## src/rtl/wb_port_arbiter_if.sv

```systemverilog
// wb_port_arbiter_if: bundles the WB-stage write request, the long-op result
// offer, the register-file write port and the hazard query/hit pair of the
// register-file write-port arbiter. "master" is the pipeline/long-op/hazard
// side, "slave" is the arbiter itself.
interface wb_port_arbiter_if #(
    parameter int LEN_WORD     = 32,
    parameter int LEN_REG_ADDR = 5
);
    // WB stage source
    logic                    wb_reg_write;
    logic [LEN_REG_ADDR-1:0] wb_write_reg;
    logic [LEN_WORD-1:0]     wb_write_data;
    logic                    wb_ready;

    // Long-op unit source
    logic                    lop_valid;
    logic [LEN_REG_ADDR-1:0] lop_write_reg;
    logic [LEN_WORD-1:0]     lop_write_data;
    logic                    lop_ready;

    // Register-file write port
    logic                    rf_reg_write;
    logic [LEN_REG_ADDR-1:0] rf_write_reg;
    logic [LEN_WORD-1:0]     rf_write_data;

    // Hazard unit query
    logic [LEN_REG_ADDR-1:0] query_rs;
    logic [LEN_REG_ADDR-1:0] query_rt;
    logic                    pend_hit_rs;
    logic                    pend_hit_rt;

    modport master (
        output wb_reg_write, wb_write_reg, wb_write_data,
        output lop_valid, lop_write_reg, lop_write_data,
        output query_rs, query_rt,
        input  wb_ready, lop_ready,
        input  rf_reg_write, rf_write_reg, rf_write_data,
        input  pend_hit_rs, pend_hit_rt
    );

    modport slave (
        input  wb_reg_write, wb_write_reg, wb_write_data,
        input  lop_valid, lop_write_reg, lop_write_data,
        input  query_rs, query_rt,
        output wb_ready, lop_ready,
        output rf_reg_write, rf_write_reg, rf_write_data,
        output pend_hit_rs, pend_hit_rt
    );
endinterface

```

## src/rtl/wb_port_arbiter.sv

```systemverilog
// wb_port_arbiter: shares the single register-file write port between the
// in-order WB stage (zero-latency pass-through) and the long-op unit, whose
// results wait in a small circular buffer and drain into idle WB cycles.
// A per-head wait counter forces a one-cycle WB hold once a live head has
// waited MAX_WAIT cycles. A granted WB write kills older buffered results to
// the same register, and live buffered destinations are reported to the
// hazard unit.
//
// Optional feature: define WB_ARB_BYPASS_EN to let a long-op result go
// straight to the register file when the buffer is empty and WB is idle.
module wb_port_arbiter #(
    parameter int LEN_WORD     = 32,
    parameter int LEN_REG_ADDR = 5,
    parameter int DEPTH        = 2,
    parameter int MAX_WAIT     = 4
) (
    input logic               clk,
    input logic               rst_n,
    wb_port_arbiter_if.slave  bus
);

    localparam int PTR_W  = (DEPTH > 1) ? $clog2(DEPTH) : 1;
    localparam int CNT_W  = $clog2(DEPTH + 1);
    localparam int WAIT_W = $clog2(MAX_WAIT + 1);

    typedef logic [PTR_W-1:0] ptr_t;
    typedef enum logic [1:0] {ST_IDLE, ST_PEND, ST_FORCE} state_t;

    // Registered state
    state_t                  state;
    logic [DEPTH-1:0]        live_q;
    logic [LEN_REG_ADDR-1:0] addr_q [DEPTH];
    logic [LEN_WORD-1:0]     data_q [DEPTH];
    ptr_t                    head_q;
    ptr_t                    tail_q;
    logic [CNT_W-1:0]        count_q;
    logic [WAIT_W-1:0]       wait_q;

    // Next-state values
    state_t                  state_n;
    logic [DEPTH-1:0]        live_n;
    ptr_t                    head_n;
    ptr_t                    tail_n;
    logic [CNT_W-1:0]        count_n;
    logic [WAIT_W-1:0]       wait_n;

    // Arbitration terms
    logic empty;
    logic head_live;
    logic force_port;
    logic grant_wb;
    logic grant_head;
    logic bypass;
    logic push;
    logic pop;
    logic kill;

    // Output drivers
    logic                    rf_we;
    logic [LEN_REG_ADDR-1:0] rf_addr;
    logic [LEN_WORD-1:0]     rf_data;
    logic                    hit_rs;
    logic                    hit_rt;

    function automatic ptr_t ptr_inc(input ptr_t p);
        return (p == PTR_W'(DEPTH - 1)) ? '0 : p + PTR_W'(1);
    endfunction

    assign empty      = (count_q == '0);
    assign head_live  = !empty && live_q[head_q];
    assign force_port = (state == ST_FORCE);
    assign grant_wb   = bus.wb_reg_write && !force_port;
    assign grant_head = force_port || (!bus.wb_reg_write && head_live);

`ifdef WB_ARB_BYPASS_EN
    assign bypass = empty && !bus.wb_reg_write && bus.lop_valid;
`else
    assign bypass = 1'b0;
`endif

    // A full buffer stays not-ready even if it pops this cycle: lop_ready
    // depends only on registered occupancy.
    assign bus.lop_ready = (count_q < CNT_W'(DEPTH));
    assign push          = bus.lop_valid && bus.lop_ready && !bypass;
    // A dead head leaves without using the port, so it can pop under a WB grant.
    assign pop           = !empty && (grant_head || !live_q[head_q]);
    assign kill          = grant_wb && (bus.wb_write_reg != '0);

    assign bus.wb_ready      = !force_port;
    assign bus.rf_reg_write  = rf_we;
    assign bus.rf_write_reg  = rf_addr;
    assign bus.rf_write_data = rf_data;
    assign bus.pend_hit_rs   = hit_rs;
    assign bus.pend_hit_rt   = hit_rt;

    // Select the write-port source: forced head, WB, drainable head, bypass.
    always_comb begin
        // NOTE: every output of a combinational block gets a default first so
        // no path leaves it unassigned, which would infer a latch.
        rf_we   = 1'b0;
        rf_addr = '0;
        rf_data = '0;
        if (grant_head) begin
            rf_we   = (addr_q[head_q] != '0);
            rf_addr = addr_q[head_q];
            rf_data = data_q[head_q];
        end else if (grant_wb) begin
            rf_we   = (bus.wb_write_reg != '0);
            rf_addr = bus.wb_write_reg;
            rf_data = bus.wb_write_data;
        end else if (bypass) begin
            rf_we   = (bus.lop_write_reg != '0);
            rf_addr = bus.lop_write_reg;
            rf_data = bus.lop_write_data;
        end
    end

    // Hazard hits over live buffered entries only (incoming result excluded).
    always_comb begin
        hit_rs = 1'b0;
        hit_rt = 1'b0;
        for (int i = 0; i < DEPTH; i++) begin
            if (live_q[i] && addr_q[i] == bus.query_rs && bus.query_rs != '0)
                hit_rs = 1'b1;
            if (live_q[i] && addr_q[i] == bus.query_rt && bus.query_rt != '0)
                hit_rt = 1'b1;
        end
    end

    // Buffer bookkeeping after kill, pop and push, then the FSM decision.
    always_comb begin
        live_n = live_q;
        if (kill) begin
            for (int i = 0; i < DEPTH; i++)
                if (addr_q[i] == bus.wb_write_reg)
                    live_n[i] = 1'b0;
        end
        if (pop)
            live_n[head_q] = 1'b0;
        // Applied after the kill so an entry pushed this cycle survives it.
        if (push)
            live_n[tail_q] = (bus.lop_write_reg != '0);

        head_n = pop  ? ptr_inc(head_q) : head_q;
        tail_n = push ? ptr_inc(tail_q) : tail_q;

        unique case ({push, pop})
            2'b10:   count_n = count_q + CNT_W'(1);
            2'b01:   count_n = count_q - CNT_W'(1);
            default: count_n = count_q;
        endcase

        if (pop || count_n == '0)
            wait_n = '0;
        else if (head_live && !grant_head && wait_q != WAIT_W'(MAX_WAIT))
            wait_n = wait_q + WAIT_W'(1);
        else
            wait_n = wait_q;

        if (count_n == '0)
            state_n = ST_IDLE;
        else if (live_n[head_n] && wait_n == WAIT_W'(MAX_WAIT))
            state_n = ST_FORCE;
        else
            state_n = ST_PEND;
    end

    // FSM and buffer control state; reset discards every queued result.
    always_ff @(posedge clk or negedge rst_n) begin
        // NOTE: sequential state uses non-blocking assignments so every
        // register samples values from before the edge.
        if (!rst_n) begin
            state   <= ST_IDLE;
            live_q  <= '0;
            head_q  <= '0;
            tail_q  <= '0;
            count_q <= '0;
            wait_q  <= '0;
        end else begin
            state   <= state_n;
            live_q  <= live_n;
            head_q  <= head_n;
            tail_q  <= tail_n;
            count_q <= count_n;
            wait_q  <= wait_n;
        end
    end

    // Buffer payload storage, written on push.
    always_ff @(posedge clk) begin
        // NOTE: the payload array is not reset; live_q and count_q already mark
        // every slot invalid, so stale address/data can never be observed.
        if (push) begin
            addr_q[tail_q] <= bus.lop_write_reg;
            data_q[tail_q] <= bus.lop_write_data;
        end
    end

endmodule

```

## src/flat_wrapper.sv

```systemverilog
// flat-port wrapper written by rule: the top's interface ports become plain ports
module wb_port_arbiter_flat 
#(
    parameter int LEN_WORD     = 32,
    parameter int LEN_REG_ADDR = 5,
    parameter int DEPTH        = 2,
    parameter int MAX_WAIT     = 4
)
  (clk, rst_n, bus_wb_reg_write, bus_wb_write_reg, bus_wb_write_data, bus_lop_valid, bus_lop_write_reg, bus_lop_write_data, bus_query_rs, bus_query_rt, bus_wb_ready, bus_lop_ready, bus_rf_reg_write, bus_rf_write_reg, bus_rf_write_data, bus_pend_hit_rs, bus_pend_hit_rt);
  wb_port_arbiter_if #(.LEN_WORD(LEN_WORD), .LEN_REG_ADDR(LEN_REG_ADDR)) bus_i ();
  input logic clk;
  input logic rst_n;
  input wire logic [$bits(bus_i.wb_reg_write)-1:0] bus_wb_reg_write;
  input wire logic [$bits(bus_i.wb_write_reg)-1:0] bus_wb_write_reg;
  input wire logic [$bits(bus_i.wb_write_data)-1:0] bus_wb_write_data;
  input wire logic [$bits(bus_i.lop_valid)-1:0] bus_lop_valid;
  input wire logic [$bits(bus_i.lop_write_reg)-1:0] bus_lop_write_reg;
  input wire logic [$bits(bus_i.lop_write_data)-1:0] bus_lop_write_data;
  input wire logic [$bits(bus_i.query_rs)-1:0] bus_query_rs;
  input wire logic [$bits(bus_i.query_rt)-1:0] bus_query_rt;
  output wire logic [$bits(bus_i.wb_ready)-1:0] bus_wb_ready;
  output wire logic [$bits(bus_i.lop_ready)-1:0] bus_lop_ready;
  output wire logic [$bits(bus_i.rf_reg_write)-1:0] bus_rf_reg_write;
  output wire logic [$bits(bus_i.rf_write_reg)-1:0] bus_rf_write_reg;
  output wire logic [$bits(bus_i.rf_write_data)-1:0] bus_rf_write_data;
  output wire logic [$bits(bus_i.pend_hit_rs)-1:0] bus_pend_hit_rs;
  output wire logic [$bits(bus_i.pend_hit_rt)-1:0] bus_pend_hit_rt;
  assign bus_i.wb_reg_write = bus_wb_reg_write;
  assign bus_i.wb_write_reg = bus_wb_write_reg;
  assign bus_i.wb_write_data = bus_wb_write_data;
  assign bus_i.lop_valid = bus_lop_valid;
  assign bus_i.lop_write_reg = bus_lop_write_reg;
  assign bus_i.lop_write_data = bus_lop_write_data;
  assign bus_i.query_rs = bus_query_rs;
  assign bus_i.query_rt = bus_query_rt;
  assign bus_wb_ready = bus_i.wb_ready;
  assign bus_lop_ready = bus_i.lop_ready;
  assign bus_rf_reg_write = bus_i.rf_reg_write;
  assign bus_rf_write_reg = bus_i.rf_write_reg;
  assign bus_rf_write_data = bus_i.rf_write_data;
  assign bus_pend_hit_rs = bus_i.pend_hit_rs;
  assign bus_pend_hit_rt = bus_i.pend_hit_rt;
  wb_port_arbiter #(.LEN_WORD(LEN_WORD), .LEN_REG_ADDR(LEN_REG_ADDR), .DEPTH(DEPTH), .MAX_WAIT(MAX_WAIT)) u_core (.clk(clk), .rst_n(rst_n), .bus(bus_i));
endmodule
```

## config.mk

```make
export PLATFORM = sky130hd
export DESIGN_NAME = wb_port_arbiter_flat
export DESIGN_NICKNAME = d
export VERILOG_FILES = /design/src/rtl/wb_port_arbiter_if.sv /design/src/rtl/wb_port_arbiter.sv /design/src/flat_wrapper.sv
export SDC_FILE = /design/constraint.sdc
export NUM_CORES = 1
export LEC_CHECK = 0
export ABC_AREA = 1
export BUFFER_PORTS_ARGS = -buffer_cell sky130_fd_sc_hd__buf_2
export CAP_MARGIN = 20
export CORE_ASPECT_RATIO = 0.75
export CORE_UTILIZATION = 50
export CTS_BUF_LIST = sky130_fd_sc_hd__clkbuf_16
export DETAILED_ROUTE_END_ITERATION = 6
export HOLD_SLACK_MARGIN = 0.15
export PLACE_DENSITY = 0.8
export SKIP_CTS_REPAIR_TIMING = 1
export SLEW_MARGIN = 20
export SYNTH_ARGS = -nofsm -noshare
export SYNTH_HDL_FRONTEND = slang
export SYNTH_SLANG_ARGS = --single-unit
```

## constraint.sdc

```tcl
create_clock -name clk -period 3.7 [get_ports clk]
set_input_delay 1.11 -clock clk [delete_from_list [all_inputs] [get_ports clk]]
set_output_delay 1.11 -clock clk [all_outputs]
set_load 0.005 [all_outputs]
```

======== Yosys cells after proc, flatten, opt, wreduce, memory -nomap -nowiden ========
Memories as Yosys holds them, arrays and structs flattened.
Cells that the tools add are included.
storage, ports and cells
  bits in registers ....................... 11
  bits in writable memories ............... 74
  logic and storage cells ................. 100
  memories ................................ 2
memory list
  memory         words  width  read ports  clocked after Yosys merged registers in  write ports  RTL line               source
  u_core.data_q  2      32     1           0                                        1            wb_port_arbiter.sv:33  logic [LEN_WORD-1:0] data_q [DEPTH];
  u_core.addr_q  2      5      3           0                                        1            wb_port_arbiter.sv:32  logic [LEN_REG_ADDR-1:0] addr_q [DEPTH];
operators by class
  add/sub/neg operators ................... 5
  order comparisons ....................... 6
  equality and inequality tests ........... 11
  multiplexer cells ....................... 34
  bitwise operators ....................... 2
  reduce and logical (&&, ||, !) cells .... 34
operators with widths
  operator                                             count
  2-to-1 mux 32 bit                                    2
  == test 5 bit                                        6
  nonzero test 5 bit                                   5
  logical AND 1 bit                                    19
  2-to-1 mux 1 bit                                     19
  2-to-1 mux 2 bit                                     5
  2-to-1 mux 5 bit                                     2
  < comparator 1 x 2 -> 1 bit (second input constant)  3
  2-to-1 mux 3 bit                                     2
  zero test 1 bit                                      5
  == test 2 bit (second input constant)                2
  zero test 2 bit                                      2
  one-hot mux 2 bit (2 select lines)                   1
  adder 3 x 1 -> 3 bit (second input constant)         1
  == test 3 bit (second input constant)                1
  logical OR 1 bit                                     3
  != test 3 bit (second input constant)                1
  adder 1 bit (second input constant)                  2
  adder 2 x 1 -> 2 bit (second input constant)         1
  bitwise AND 2 bit                                    1
  bitwise mux 2 bit                                    1
  demux 1 bit (select 1 bit)                           2
  == test 2 x 1 -> 1 bit (second input constant)       1
  >= comparator 1 bit (second input constant)          2
  other kinds (3)                                      3

======== Logic depth before layout (Yosys ltp) ========
  word-level depth ........................ 16
  mapped depth ............................ 18
  depth with buffers taken out ............ 17

======== Least setup slack after synthesis ========
Ideal clock, no wire load.
  kind .................................... in2reg
  start point ............................. input port bus_lop_valid
  end point ............................... register u_core.state[0]
  library setup time ...................... 0.116 ns
  data arrival time ....................... 3.327 ns
  required time ........................... 3.584 ns
  path slack .............................. 0.257 ns
  cell stages on the path ................. 7
  path through ............................ nand2_1 -> nor2_1 -> nand2_1 -> nand3_1 -> nand2_1 -> nor2_2 -> nor2_1
between the ends
  word-level cells in the longest chain between the ends .. 10
  elaborated cells on any way between the ends .. 14
ends and longest elaborated chain
  element                                                  RTL line                                        source
  start, declared                                          flat_wrapper.sv:16                              input wire logic [$bits(bus_i.lop_valid)-1:0] bus_lop_valid;
  logical AND 1 bit (*)                                    wb_port_arbiter.sv:84                           assign push = bus.lop_valid && bus.lop_ready && !bypass;
  == test 2 x 1 -> 1 bit or == test 2 bit (tied branches)  wb_port_arbiter.sv:147                          unique case ({push, pop})
  one-hot mux 2 bit (2 select lines)                       wb_port_arbiter.sv:147
  zero test 2 bit                                          wb_port_arbiter.sv:153, wb_port_arbiter.sv:160
  logical OR 1 bit                                         wb_port_arbiter.sv:153                          if (pop || count_n == '0)
  2-to-1 mux 3 bit                                         wb_port_arbiter.sv:153
  == test 3 bit                                            wb_port_arbiter.sv:162                          else if (live_n[head_n] && wait_n == WAIT_W'(MAX_WAIT))
  logical AND 1 bit                                        wb_port_arbiter.sv:162
  2-to-1 mux 2 bit                                         wb_port_arbiter.sv:162
  2-to-1 mux 2 bit (*)                                     wb_port_arbiter.sv:160                          if (count_n == '0)
  net u_core.state_n[0]                                    wb_port_arbiter.sv:40                           state_t state_n;
  end signal, assigned                                     wb_port_arbiter.sv:180                          state <= state_n;
  end, declared                                            wb_port_arbiter.sv:30                           state_t state;
The timed path passes the listed nets; every way through them passes the cells marked *. The select of a mux whose other input is x is not followed.
A chain may end at the register's enable or synchronous reset.

======== Worst setup path after layout ========
  start point ............................. register u_core.head_q
  end point ............................... output port bus_rf_write_data[31]
between the ends
  word-level cells in the longest chain between the ends .. 6
  elaborated cells on any way between the ends .. 7
ends and longest elaborated chain
  element                                               RTL line                source
  start, declared                                       wb_port_arbiter.sv:34   ptr_t head_q;
  start signal, assigned                                wb_port_arbiter.sv:182  head_q <= head_n;
  2-to-1 mux 1 bit (implied by the code) (2 in series)  wb_port_arbiter.sv:70   assign head_live = !empty && live_q[head_q];
  logical AND 1 bit                                     wb_port_arbiter.sv:70
  logical AND 1 bit                                     wb_port_arbiter.sv:73   assign grant_head = force_port || (!bus.wb_reg_write && head_live);
  logical OR 1 bit                                      wb_port_arbiter.sv:73
  2-to-1 mux 32 bit (*)                                 wb_port_arbiter.sv:103  if (grant_head) begin
  end, declared                                         flat_wrapper.sv:25      output wire logic [$bits(bus_i.rf_write_data)-1:0] bus_rf_write_data;
Every way passes the cells marked *; elsewhere a longest branch is shown, timed or not. The select of a mux whose other input is x is not followed.

==> results.toml <==
[grt]
grt_start_max_net_pins = 38
use_met1 = 0.320
grtUsageMet2 = 0.388
antenna_found_initial = 0
grt_usage = 0.238
busiest_layer = "met2"
use_met3 = 0.0527
grt_pass1_vias = 3551
grt_pass1_wl_um = 17500
grt.overflow.total = 0

[timing]
tns_ps = 0
setup_viol = 0
rsz0062_at_grt = "no"
period_share = 0.963
finClkSkew_ps = 8.26
hold_viol = 0
slew_viol_final = 0
fin_crit_ps = 3560
fmax_mhz = 281
worstMarginPinSlew_ps = 611
maxSlewHeadroom = 0.592
worst_slack_ps = 135

[die]
ios = 130
core_mm2 = 0.00867
die_area_mm2 = 0.00953
die_x_um = 112
rows = 29
start_util = 0.527
fp.dieH_um = 84.8

[setup_path]
reg2reg_slack_ps = 1140
cp_max_fo = 29
end_kind = "output pin"
rr_startpoint = "u_core.head_q"
required_ps = 2590
critPathCapture = "bus_rf_write_data[31]"
crit_path_start_kind = "register"
critPathKind = "register to output pin"
reg2reg_depth = 15
crit_start = "u_core.head_q"
arrival_ps = 2450
rr_endpoint = "u_core.state[0]"

[routing]
drt-initial-drc-count = 274
wire_per_inst_um = 16.1
viasPerCell = 5.42
vias = 3670
drc = 0
drt_wl_total_um = 10900
ant_nets = 0
drt_pass1_iterations = 5

[synthesis]
syn_avg_cell_area_um2 = 10.6
yosysSeqAreaShare = 0.547
syn_area_mm2 = 0.00457
async_reset_ff_frac = 0.129
netlist_instances = 429
synth_edf_count = 74
ys_warn_count = 0
synth_cell_types = 35
synth_ff_type = "edfxtp_1"
ys_ff_latch = 85
synthesis.nets = 520

[place]
port_buffers = 129
place.gp.congestion = 0.988
dpl_worst_slack_ps = 334
hpwl_um = 7770

[outcome]
status = "completed"

[clock_network]
cts_tree = "built"
htreeDepth = 3
cts-root-buf = "clkbuf_16"
cts.sink_count = 85
clk_latency_ps = 340
path_clk_slew_ps = 70
clock_path_buffers = 2
cts_buffers = 9

[power]
finalPower_mw = 3.64
power_density_mw_per_mm2 = 644
peakVddDrop_mv = 0.327
power.leakage_nw = 2.47

[hold_path]
hp-class = "register to register"

[finish]
layout_common_cells = "buf_2 (129), nand2_1 (95), nor2_1 (76)"
diodes = 0
drive_gt1_frac = 0.341
area_growth_syn_to_layout_pct = 23.7
final_common_cell = "buf_2"
seq_area_mm2 = 0.00250
fin_util = 0.652
fillCellCount = 663
multi_input_area_mm2 = 0.00180
fin_nets = 655

[flow_run]
max_cap_violations = 0
==> power breakdown <==
group / internal [mW] / leakage [nW] / switching, mW
Combinational: 0.450 / 1.51 / 0.941
Sequential: 1.27 / 0.821 / 0.0976
Clock: 0.474 / 0.145 / 0.404
Total: 2.20 / 2.47 / 1.44
==> per-layer routing <==
metal  vias to the layer above  routed length (um)
li1                       1741                   -
met2                       167                5250
met1                      1758                4780
met4                         0                  33
met3                         4                 855
met5                         -                   0
==> cell type report <==
class | instances | share of cell area
multi-input cells | 279 | 0.318
inverters | 51 | 0.0348
repair buffers | 138 | 0.129
flip-flops and latches | 85 | 0.442
clock inverters | 7 | 0.0122
well taps | 108 | 0.0239
clock buffers | 9 | 0.0399
==> Yosys cell counts (all sizes together) (7+ instances only) <==
library cell | number | area [um^2]
edfxtp | 74 | 2220
o31ai | 33 | 633
nor2 | 78 | 295
xnor2 | 7 | 61.3
o21ai | 13 | 76.3
clkbuf | 8 | 30.0
nand3 | 13 | 70.1
o22ai | 8 | 50.1
nand4 | 8 | 50.1
inv | 49 | 189
nand2 | 97 | 369
dfrtp | 11 | 275
==> metrics by stage <==
step           instance area, um^2  hold WS (ps)  std cells
3_3_place_gp                  5350           453        661
3_5_place_dp                  5350           474        661
4_1_cts                       5650           492        677
5_1_grt                       5650           501        677
6_report                      5650           500        677
2_1_floorplan                 4570           442        429
==> worst max-delay path, stage by stage (launching register included) <==
cell	delay, ps
dfrtp_1	460
buf_6	290
nand2_1	130
a21oi_2	160
inv_2	50
o21ai_4	200
inv_2	50
buf_4	290
o31ai_1	300
buf_2	170
==> cells by family after synthesis <==
family                   share of synthesized area
buffers and inverters                       0.0614
flip-flops                                   0.547
adder cells (fa/ha/maj)                    0.00822
AO/OA/AOI/OAI                                0.189
XOR/XNOR                                    0.0173
multiplexers                               0.00219
AND/OR/NAND/NOR                              0.175
==> sequential cells by signal (all words and copies together) (netlist names) <==
signal          cells
u_core.addr_q      10
u_core.tail_q       1
u_core.state        2
u_core.wait_q       3
u_core.live_q       2
u_core.count_q      2
u_core.head_q       1
u_core.data_q      64
==> worst min path at each step <==
stage,endpoint,cells after the start,startpoint
global route,u_core.tail_q,2,u_core.tail_q
finish,u_core.tail_q,2,u_core.tail_q
detailed placement,u_core.tail_q,2,u_core.tail_q
global placement,u_core.tail_q,2,u_core.tail_q
CTS,u_core.tail_q,2,u_core.tail_q
floorplan,u_core.tail_q,2,u_core.tail_q
Note: power is estimated with default switching activity, not from simulation.
